`src/rtl/tank_pkg.sv`:
```
// Shared constants and types for the mixing-tank plant and its controller bench.
// Keeping them here lets both sides agree on widths, thresholds and rates.
package tank_pkg;

  localparam int LW             = 16;
  localparam int DEF_CAPACITY   = 1000;
  localparam int DEF_L_THRESH   = 300;
  localparam int DEF_H_THRESH   = 900;
  localparam int DEF_FILL_RATE  = 2;
  localparam int DEF_DRAIN_RATE = 3;
  localparam int DEF_TICK_DIV   = 4;
  localparam int DEF_INIT_LEVEL = 0;

  typedef logic [LW-1:0] level_t;

  typedef struct packed {
    logic pump_1;
    logic pump_2;
    logic valve;
    logic mixer;
  } cmd_t;

endpackage

```
`src/rtl/tank_plant_if.sv`:
```
// Actuator commands and sensor/status lines between the tank controller (master)
// and the tank plant model (slave).
interface tank_plant_if;
  import tank_pkg::*;

  logic       pump_1;
  logic       pump_2;
  logic       valve;
  logic       mixer;
  logic       l_level;
  logic       h_level;
  level_t     level;
  logic       overflow;
  logic       dry_mix;
  logic       pump_mismatch;
  logic       fault;
  logic [7:0] batch_count;

  modport master (
    output pump_1, pump_2, valve, mixer,
    input  l_level, h_level, level, overflow, dry_mix, pump_mismatch, fault, batch_count
  );

  modport slave (
    input  pump_1, pump_2, valve, mixer,
    output l_level, h_level, level, overflow, dry_mix, pump_mismatch, fault, batch_count
  );

endinterface

```
`src/rtl/tank_tick_div.sv`:
```
// Process-tick prescaler: counts 0..TICK_DIV-1 and pulses o_tick on the last count.
// With TICK_DIV=1 the counter is pinned at 0 and o_tick is high every clock.
module tank_tick_div #(
  parameter int TICK_DIV = 4
) (
  input  logic clk,
  input  logic rst_n,
  output logic o_tick
);

  localparam int CW = (TICK_DIV > 1) ? $clog2(TICK_DIV) : 1;
  localparam logic [CW-1:0] LAST = CW'(TICK_DIV - 1);

  logic [CW-1:0] r_cnt;

  assign o_tick = (r_cnt == LAST);

  always_ff @(posedge clk or negedge rst_n) begin
    if (!rst_n)      r_cnt <= '0;
    else if (o_tick) r_cnt <= '0;
    else             r_cnt <= r_cnt + 1'b1;
  end

endmodule

```
`src/rtl/tank_plant.sv`:
```
// Cycle-based mixing-tank plant: integrates fill level from pump/valve commands,
// drives registered level sensors, and tracks sticky safety flags and completed batches.
module tank_plant import tank_pkg::*; #(
  parameter int CAPACITY   = DEF_CAPACITY,
  parameter int L_THRESH   = DEF_L_THRESH,
  parameter int H_THRESH   = DEF_H_THRESH,
  parameter int FILL_RATE  = DEF_FILL_RATE,
  parameter int DRAIN_RATE = DEF_DRAIN_RATE,
  parameter int TICK_DIV   = DEF_TICK_DIV,
  parameter int INIT_LEVEL = DEF_INIT_LEVEL
) (
  input  logic       clk,
  input  logic       rst_n,
  tank_plant_if.slave bus
);

  localparam int SW = LW + 2;
  localparam logic signed [SW-1:0] S_FILL  = SW'(FILL_RATE);
  localparam logic signed [SW-1:0] S_DRAIN = SW'(DRAIN_RATE);
  localparam logic signed [SW-1:0] S_CAP   = SW'(CAPACITY);
  localparam level_t CAP_L  = LW'(CAPACITY);
  localparam level_t L_TH   = LW'(L_THRESH);
  localparam level_t H_TH   = LW'(H_THRESH);
  localparam level_t INIT_L = LW'(INIT_LEVEL);

  logic                 w_tick;
  cmd_t                 w_cmd;
  logic signed [SW-1:0] w_in;
  logic signed [SW-1:0] w_out;
  logic signed [SW-1:0] w_next;
  logic                 w_valve_fall;

  level_t     r_level;
  logic       r_l_level;
  logic       r_h_level;
  logic       r_overflow;
  logic       r_dry_mix;
  logic       r_mismatch;
  logic       r_skew;
  logic       r_seen_mix;
  logic       r_valve_d;
  logic [7:0] r_batch;

  tank_tick_div #(.TICK_DIV(TICK_DIV)) u_tick_div (
    .clk    (clk),
    .rst_n  (rst_n),
    .o_tick (w_tick)
  );

  assign w_cmd        = {bus.pump_1, bus.pump_2, bus.valve, bus.mixer};
  assign w_valve_fall = r_valve_d & ~w_cmd.valve;

  // Two extra bits give headroom above CAPACITY and a sign for drain below zero.
  always_comb begin
    w_in  = '0;
    w_out = '0;
    if (w_cmd.pump_1) w_in = w_in + S_FILL;
    if (w_cmd.pump_2) w_in = w_in + S_FILL;
    if (w_cmd.valve)  w_out = S_DRAIN;
    w_next = $signed({2'b00, r_level}) + w_in - w_out;
  end

  always_ff @(posedge clk or negedge rst_n) begin
    if (!rst_n) begin
      r_level    <= INIT_L;
      r_overflow <= 1'b0;
    end else if (w_tick) begin
      if (w_next > S_CAP) begin
        r_level    <= CAP_L;
        r_overflow <= 1'b1;
      end else if (w_next[SW-1]) begin
        r_level    <= '0;
      end else begin
        r_level    <= w_next[LW-1:0];
      end
    end
  end

  // Sensors lag the level register by one clock, as a real probe would.
  always_ff @(posedge clk or negedge rst_n) begin
    if (!rst_n) begin
      r_l_level <= (INIT_L >= L_TH);
      r_h_level <= (INIT_L >= H_TH);
    end else begin
      r_l_level <= (r_level >= L_TH);
      r_h_level <= (r_level >= H_TH);
    end
  end

  always_ff @(posedge clk or negedge rst_n) begin
    if (!rst_n) begin
      r_dry_mix  <= 1'b0;
      r_mismatch <= 1'b0;
      r_skew     <= 1'b0;
    end else begin
      if (w_cmd.mixer && !r_h_level) r_dry_mix <= 1'b1;
      if (w_cmd.pump_1 != w_cmd.pump_2) begin
        if (r_skew) r_mismatch <= 1'b1;
        r_skew <= 1'b1;
      end else begin
        r_skew <= 1'b0;
      end
    end
  end

  // A batch counts only once the tank was mixed while full and then drained.
  always_ff @(posedge clk or negedge rst_n) begin
    if (!rst_n) begin
      r_valve_d  <= 1'b0;
      r_seen_mix <= 1'b0;
      r_batch    <= 8'd0;
    end else begin
      r_valve_d <= w_cmd.valve;
      if (w_valve_fall && r_seen_mix) begin
        r_batch    <= r_batch + 8'd1;
        r_seen_mix <= 1'b0;
      end else if (w_cmd.mixer && r_h_level) begin
        r_seen_mix <= 1'b1;
      end
    end
  end

  assign bus.level         = r_level;
  assign bus.l_level       = r_l_level;
  assign bus.h_level       = r_h_level;
  assign bus.overflow      = r_overflow;
  assign bus.dry_mix       = r_dry_mix;
  assign bus.pump_mismatch = r_mismatch;
  assign bus.fault         = r_overflow | r_dry_mix | r_mismatch;
  assign bus.batch_count   = r_batch;

endmodule
```
`src/flat_wrapper.sv`:
```
// flat-port wrapper written by rule: the top's interface ports become plain ports
module tank_plant_flat import tank_pkg::*;
#(
  parameter int CAPACITY   = DEF_CAPACITY,
  parameter int L_THRESH   = DEF_L_THRESH,
  parameter int H_THRESH   = DEF_H_THRESH,
  parameter int FILL_RATE  = DEF_FILL_RATE,
  parameter int DRAIN_RATE = DEF_DRAIN_RATE,
  parameter int TICK_DIV   = DEF_TICK_DIV,
  parameter int INIT_LEVEL = DEF_INIT_LEVEL
)
  (clk, rst_n, bus_pump_1, bus_pump_2, bus_valve, bus_mixer, bus_l_level, bus_h_level, bus_level, bus_overflow, bus_dry_mix, bus_pump_mismatch, bus_fault, bus_batch_count);
  tank_plant_if bus_i ();
  input  logic clk;
  input  logic rst_n;
  input wire logic [$bits(bus_i.pump_1)-1:0] bus_pump_1;
  input wire logic [$bits(bus_i.pump_2)-1:0] bus_pump_2;
  input wire logic [$bits(bus_i.valve)-1:0] bus_valve;
  input wire logic [$bits(bus_i.mixer)-1:0] bus_mixer;
  output wire logic [$bits(bus_i.l_level)-1:0] bus_l_level;
  output wire logic [$bits(bus_i.h_level)-1:0] bus_h_level;
  output wire logic [$bits(bus_i.level)-1:0] bus_level;
  output wire logic [$bits(bus_i.overflow)-1:0] bus_overflow;
  output wire logic [$bits(bus_i.dry_mix)-1:0] bus_dry_mix;
  output wire logic [$bits(bus_i.pump_mismatch)-1:0] bus_pump_mismatch;
  output wire logic [$bits(bus_i.fault)-1:0] bus_fault;
  output wire logic [$bits(bus_i.batch_count)-1:0] bus_batch_count;
  assign bus_i.pump_1 = bus_pump_1;
  assign bus_i.pump_2 = bus_pump_2;
  assign bus_i.valve = bus_valve;
  assign bus_i.mixer = bus_mixer;
  assign bus_l_level = bus_i.l_level;
  assign bus_h_level = bus_i.h_level;
  assign bus_level = bus_i.level;
  assign bus_overflow = bus_i.overflow;
  assign bus_dry_mix = bus_i.dry_mix;
  assign bus_pump_mismatch = bus_i.pump_mismatch;
  assign bus_fault = bus_i.fault;
  assign bus_batch_count = bus_i.batch_count;
  tank_plant #(.CAPACITY(CAPACITY), .L_THRESH(L_THRESH), .H_THRESH(H_THRESH), .FILL_RATE(FILL_RATE), .DRAIN_RATE(DRAIN_RATE), .TICK_DIV(TICK_DIV), .INIT_LEVEL(INIT_LEVEL)) u_core (.clk(clk), .rst_n(rst_n), .bus(bus_i));
endmodule
```
`config.mk`:
```
export PLATFORM = sky130hd
export DESIGN_NAME = tank_plant_flat
export DESIGN_NICKNAME = d
export VERILOG_FILES = /design/src/rtl/tank_pkg.sv /design/src/rtl/tank_plant_if.sv /design/src/rtl/tank_tick_div.sv /design/src/rtl/tank_plant.sv /design/src/flat_wrapper.sv
export SDC_FILE = /design/constraint.sdc
export NUM_CORES = 1
export LEC_CHECK = 0
export ABC_AREA = 1
export CORE_ASPECT_RATIO = 0.5
export CORE_UTILIZATION = 57
export CTS_BUF_LIST = sky130_fd_sc_hd__clkbuf_4 sky130_fd_sc_hd__clkbuf_8
export CTS_CLUSTER_DIAMETER = 80
export CTS_CLUSTER_SIZE = 10
export DETAILED_ROUTE_END_ITERATION = 8
export HOLD_SLACK_MARGIN = 0.08
export MAX_ROUTING_LAYER = met4
export PLACE_DENSITY_LB_ADDON = 0.2
export SETUP_SLACK_MARGIN = 0.5
export SYNTH_ARGS = -nofsm -noshare
export SYNTH_HDL_FRONTEND = slang
export SYNTH_HIERARCHICAL = 1
export SYNTH_SLANG_ARGS = --single-unit
export TNS_END_PERCENT = 10
```
`constraint.sdc`:
```
create_clock -name clk -period 3.7 [get_ports clk]
set_input_delay 0.74 -clock clk [delete_from_list [all_inputs] [get_ports clk]]
set_output_delay 0.74 -clock clk [all_outputs]
set_load 0.01 [all_outputs]
```
==> flow_summary.json <==
{
  "outcome": "complete, but fails checks",
  "violations": "design-rule violations",
  "timing.final.ws_setup_ns": 0.456,
  "leakage_nw": 1.83,
  "final_antenna_net_count": 0,
  "finalCriticalPeriod_ns": 3.24,
  "crit_required_ns": 3.88,
  "synth_area_leaders": "dfrtp_1, nand2_1, ha_1, inv_1, nor2_1",
  "rsz0062_at_grt": "yes",
  "end_kind": "flop",
  "seqCellArea_um2": 851,
  "fp.dieH_um": 49.9,
  "viasPerCell": 5.23,
  "fin_nets": 454,
  "drt_iter0_drc": 87,
  "setup_violations": 0,
  "path_max_fanout": 8,
  "slew_viol_final": 0,
  "num_rows": 16,
  "drt-total-wl_um": 6540,
  "nFillCells": 322,
  "htreeDepth": 2,
  "numCtsBuffers": 5,
  "antenna_cells": 0,
  "layout-drive-gt1-share": 0.120,
  "wl_per_cell_um": 13.9,
  "portBuffers": 35,
  "crit_arrival_ns": 3.42,
  "synthArstFlopShare": 1.00,
  "multiInputGateArea_um2": 1530,
  "synth_cell_type_count": 26,
  "hold_path_class": "reg -> reg",
  "syn2layout_area_growth_pct": 24.7,
  "slew_headroom": 0.657,
  "ctsHoldBuffers": 0,
  "hpwl_um": 5000,
  "die_area_um2": 4880,
  "synth-seq-area-share": 0.325,
  "syn_nets": 403,
  "finalPower_w": 0.00226,
  "cts-root-buf": "clkbuf_8",
  "cts.clk_slew.worst_paths_ns": 0.07,
  "grt_pass1_wl_um": 10800,
  "drv_cap": 0,
  "ys.flop_type": "dfrtp_1",
  "power.density_nw_per_um2": 693,
  "max_freq_mhz": 308,
  "initial_core_util": 0.631,
  "synth_area_um2": 2620,
  "drt_pass1_iterations": 7,
  "yosysTopAreaCell": "dfrtp_1",
  "clock_latency_ns": 0.28,
  "layout_common_cells": "nand2_1, inv_1, dfrtp_1",
  "ios": 36,
  "coreArea_um2": 4140,
  "preCtsSetupSlack_ns": -0.266,
  "finalHoldViolCount": 0,
  "avgSynthCellArea_um2": 7.21,
  "worst_pin_slew_ns": 0.515,
  "clock_skew_ns": 0.00345,
  "cts.sinks": 34,
  "grt_max_degree": 35,
  "fin_crit_sh": 0.877,
  "synth_cells": 363,
  "die_w_um": 97.8,
  "synth_edf_count": 0,
  "grt_use_total": 0.290,
  "layout_commonest_cell": "nand2_1",
  "cts_tree": "done",
  "clock_path_buffers": 2,
  "path_class": "in -> reg",
  "ys_ff_latch": 34,
  "ys_warn_count": 6,
  "vias": 2453,
  "drc": 8,
  "synth_top_area_share": 0.325,
  "grt_overflow": 0,
  "gp_congestion": 0.936,
  "vdd_drop_max_uv": 261,
  "grt_antenna_before_repair": 0,
  "crit_path_start_kind": "input port",
  "grt_pass1_vias": 2412
}
==> metrics by stage <==
step | utilization | area (um2) | std cells | hold WS (ns) | TNS (ns)
after CTS | 0.781 | 3240 | 468 | 0.432 | 0
after floorplan | - | 2640 | 363 | 0.403 | 0
after detailed placement | 0.747 | 3100 | 457 | 0.421 | -2.58
final | 0.787 | 3260 | 469 | 0.432 | 0
after global routing | 0.787 | 3260 | 469 | 0.446 | 0
after global placement | 0.747 | 3100 | 457 | 0.414 | -1.66
==> cell families after synthesis <==
kind of cell    after synthesis  share of synthesized area
compound gates               21                     0.0459
simple gates                182                      0.302
flops                        34                      0.325
buf+inv                      78                      0.112
fa+ha+maj                    34                      0.168
xor+xnor                     14                     0.0469
==> path summary, 6_finish.rpt <==
check                                            from                    endpoint  slack [ns]  depth (start not counted)
min                        u_core/u_tick_div/r_cnt[0]  u_core/u_tick_div/r_cnt[0]        0.43                          1
max reg2reg                       u_core/bus.level[1]         u_core/bus.level[5]        0.81                         19
max                                        bus_pump_2         u_core/bus.level[5]        0.46                         21
min in group asynchronous                       rst_n   u_core/bus.batch_count[2]        0.86                          2
max in group asynchronous                       rst_n          u_core/bus.l_level        2.53                          2
min reg2reg                u_core/u_tick_div/r_cnt[0]  u_core/u_tick_div/r_cnt[0]        0.43                          1
==> sequential cells by signal, indices dropped and copies added, names as in the netlist <==
name,count
u_core/bus.batch_count,8
u_core/bus.l_level,1
u_core/bus.dry_mix,1
u_core/r_seen_mix,1
u_core/bus.pump_mismatch,1
u_core/r_valve_d,1
u_core/bus.overflow,1
u_core/bus.h_level,1
u_core/u_tick_div/r_cnt,2
u_core/r_skew,1
u_core/bus.level,16
==> where the power goes <==
| group | leakage, nW | total, W | internal [W] | switching [W] |
|---|---|---|---|---|
| logic | 1.37 | 0.00142 | 0.000587 | 0.000836 |
| registers | 0.409 | 0.000550 | 0.000454 | 0.0000967 |
| clock network | 0.0472 | 0.000287 | 0.000150 | 0.000138 |
==> critical path: stages <==
cell	delay (ns)
buf_6	0.10
ha_4	0.26
inv_2	0.03
fa_1	0.50
inv_2	0.05
ha_4	0.16
fa_2	0.37
nand2_2	0.07
nand3_2	0.08
nand3_2	0.09
nand2_4	0.07
nand2_2	0.08
nand2_1	0.06
nand2_1	0.06
nand2_1	0.05
nor2_1	0.10
nand2_1	0.11
nor2_4	0.20
nand2_2	0.09
nand2_4	0.08
nand2_1	0.05
==> routing by layer <==
metal / wire length, um / track usage
met4: 57 / 0.0758
met2: 3180 / 0.506
met1: 2910 / 0.348
met5: 0 / -
met3: 388 / 0.0610
==> Yosys cell counts (5+ instances only) <==
| master | count |
|---|---|
| nand2_1 | 109 |
| inv_1 | 72 |
| dfrtp_1 | 34 |
| ha_1 | 32 |
| nor2_1 | 28 |
| nand3_1 | 18 |
| xor2_1 | 11 |
| nand4_1 | 10 |
| a21oi_1 | 8 |
| o21ai_0 | 7 |
| nand2_2 | 6 |
| inv_2 | 5 |
==> layout make-up <==
class / count / share of cell area
clock buffer: 6 / 0.0253
inverter: 77 / 0.0886
clock inverter: 2 / 0.00384
multi-input combinational: 251 / 0.470
sequential: 34 / 0.261
timing repair buffer: 45 / 0.131
tap: 54 / 0.0207
==> what timing repair did <==
action / CTS / global route
setup endpoints to repair: 11 / 11
buffers inserted: 3 / 1
gates resized for setup: 18 / 4
pin swaps: 9 / 7
endpoints found under the hold margin: 0 / 0
(Power assumes the default switching activity.)
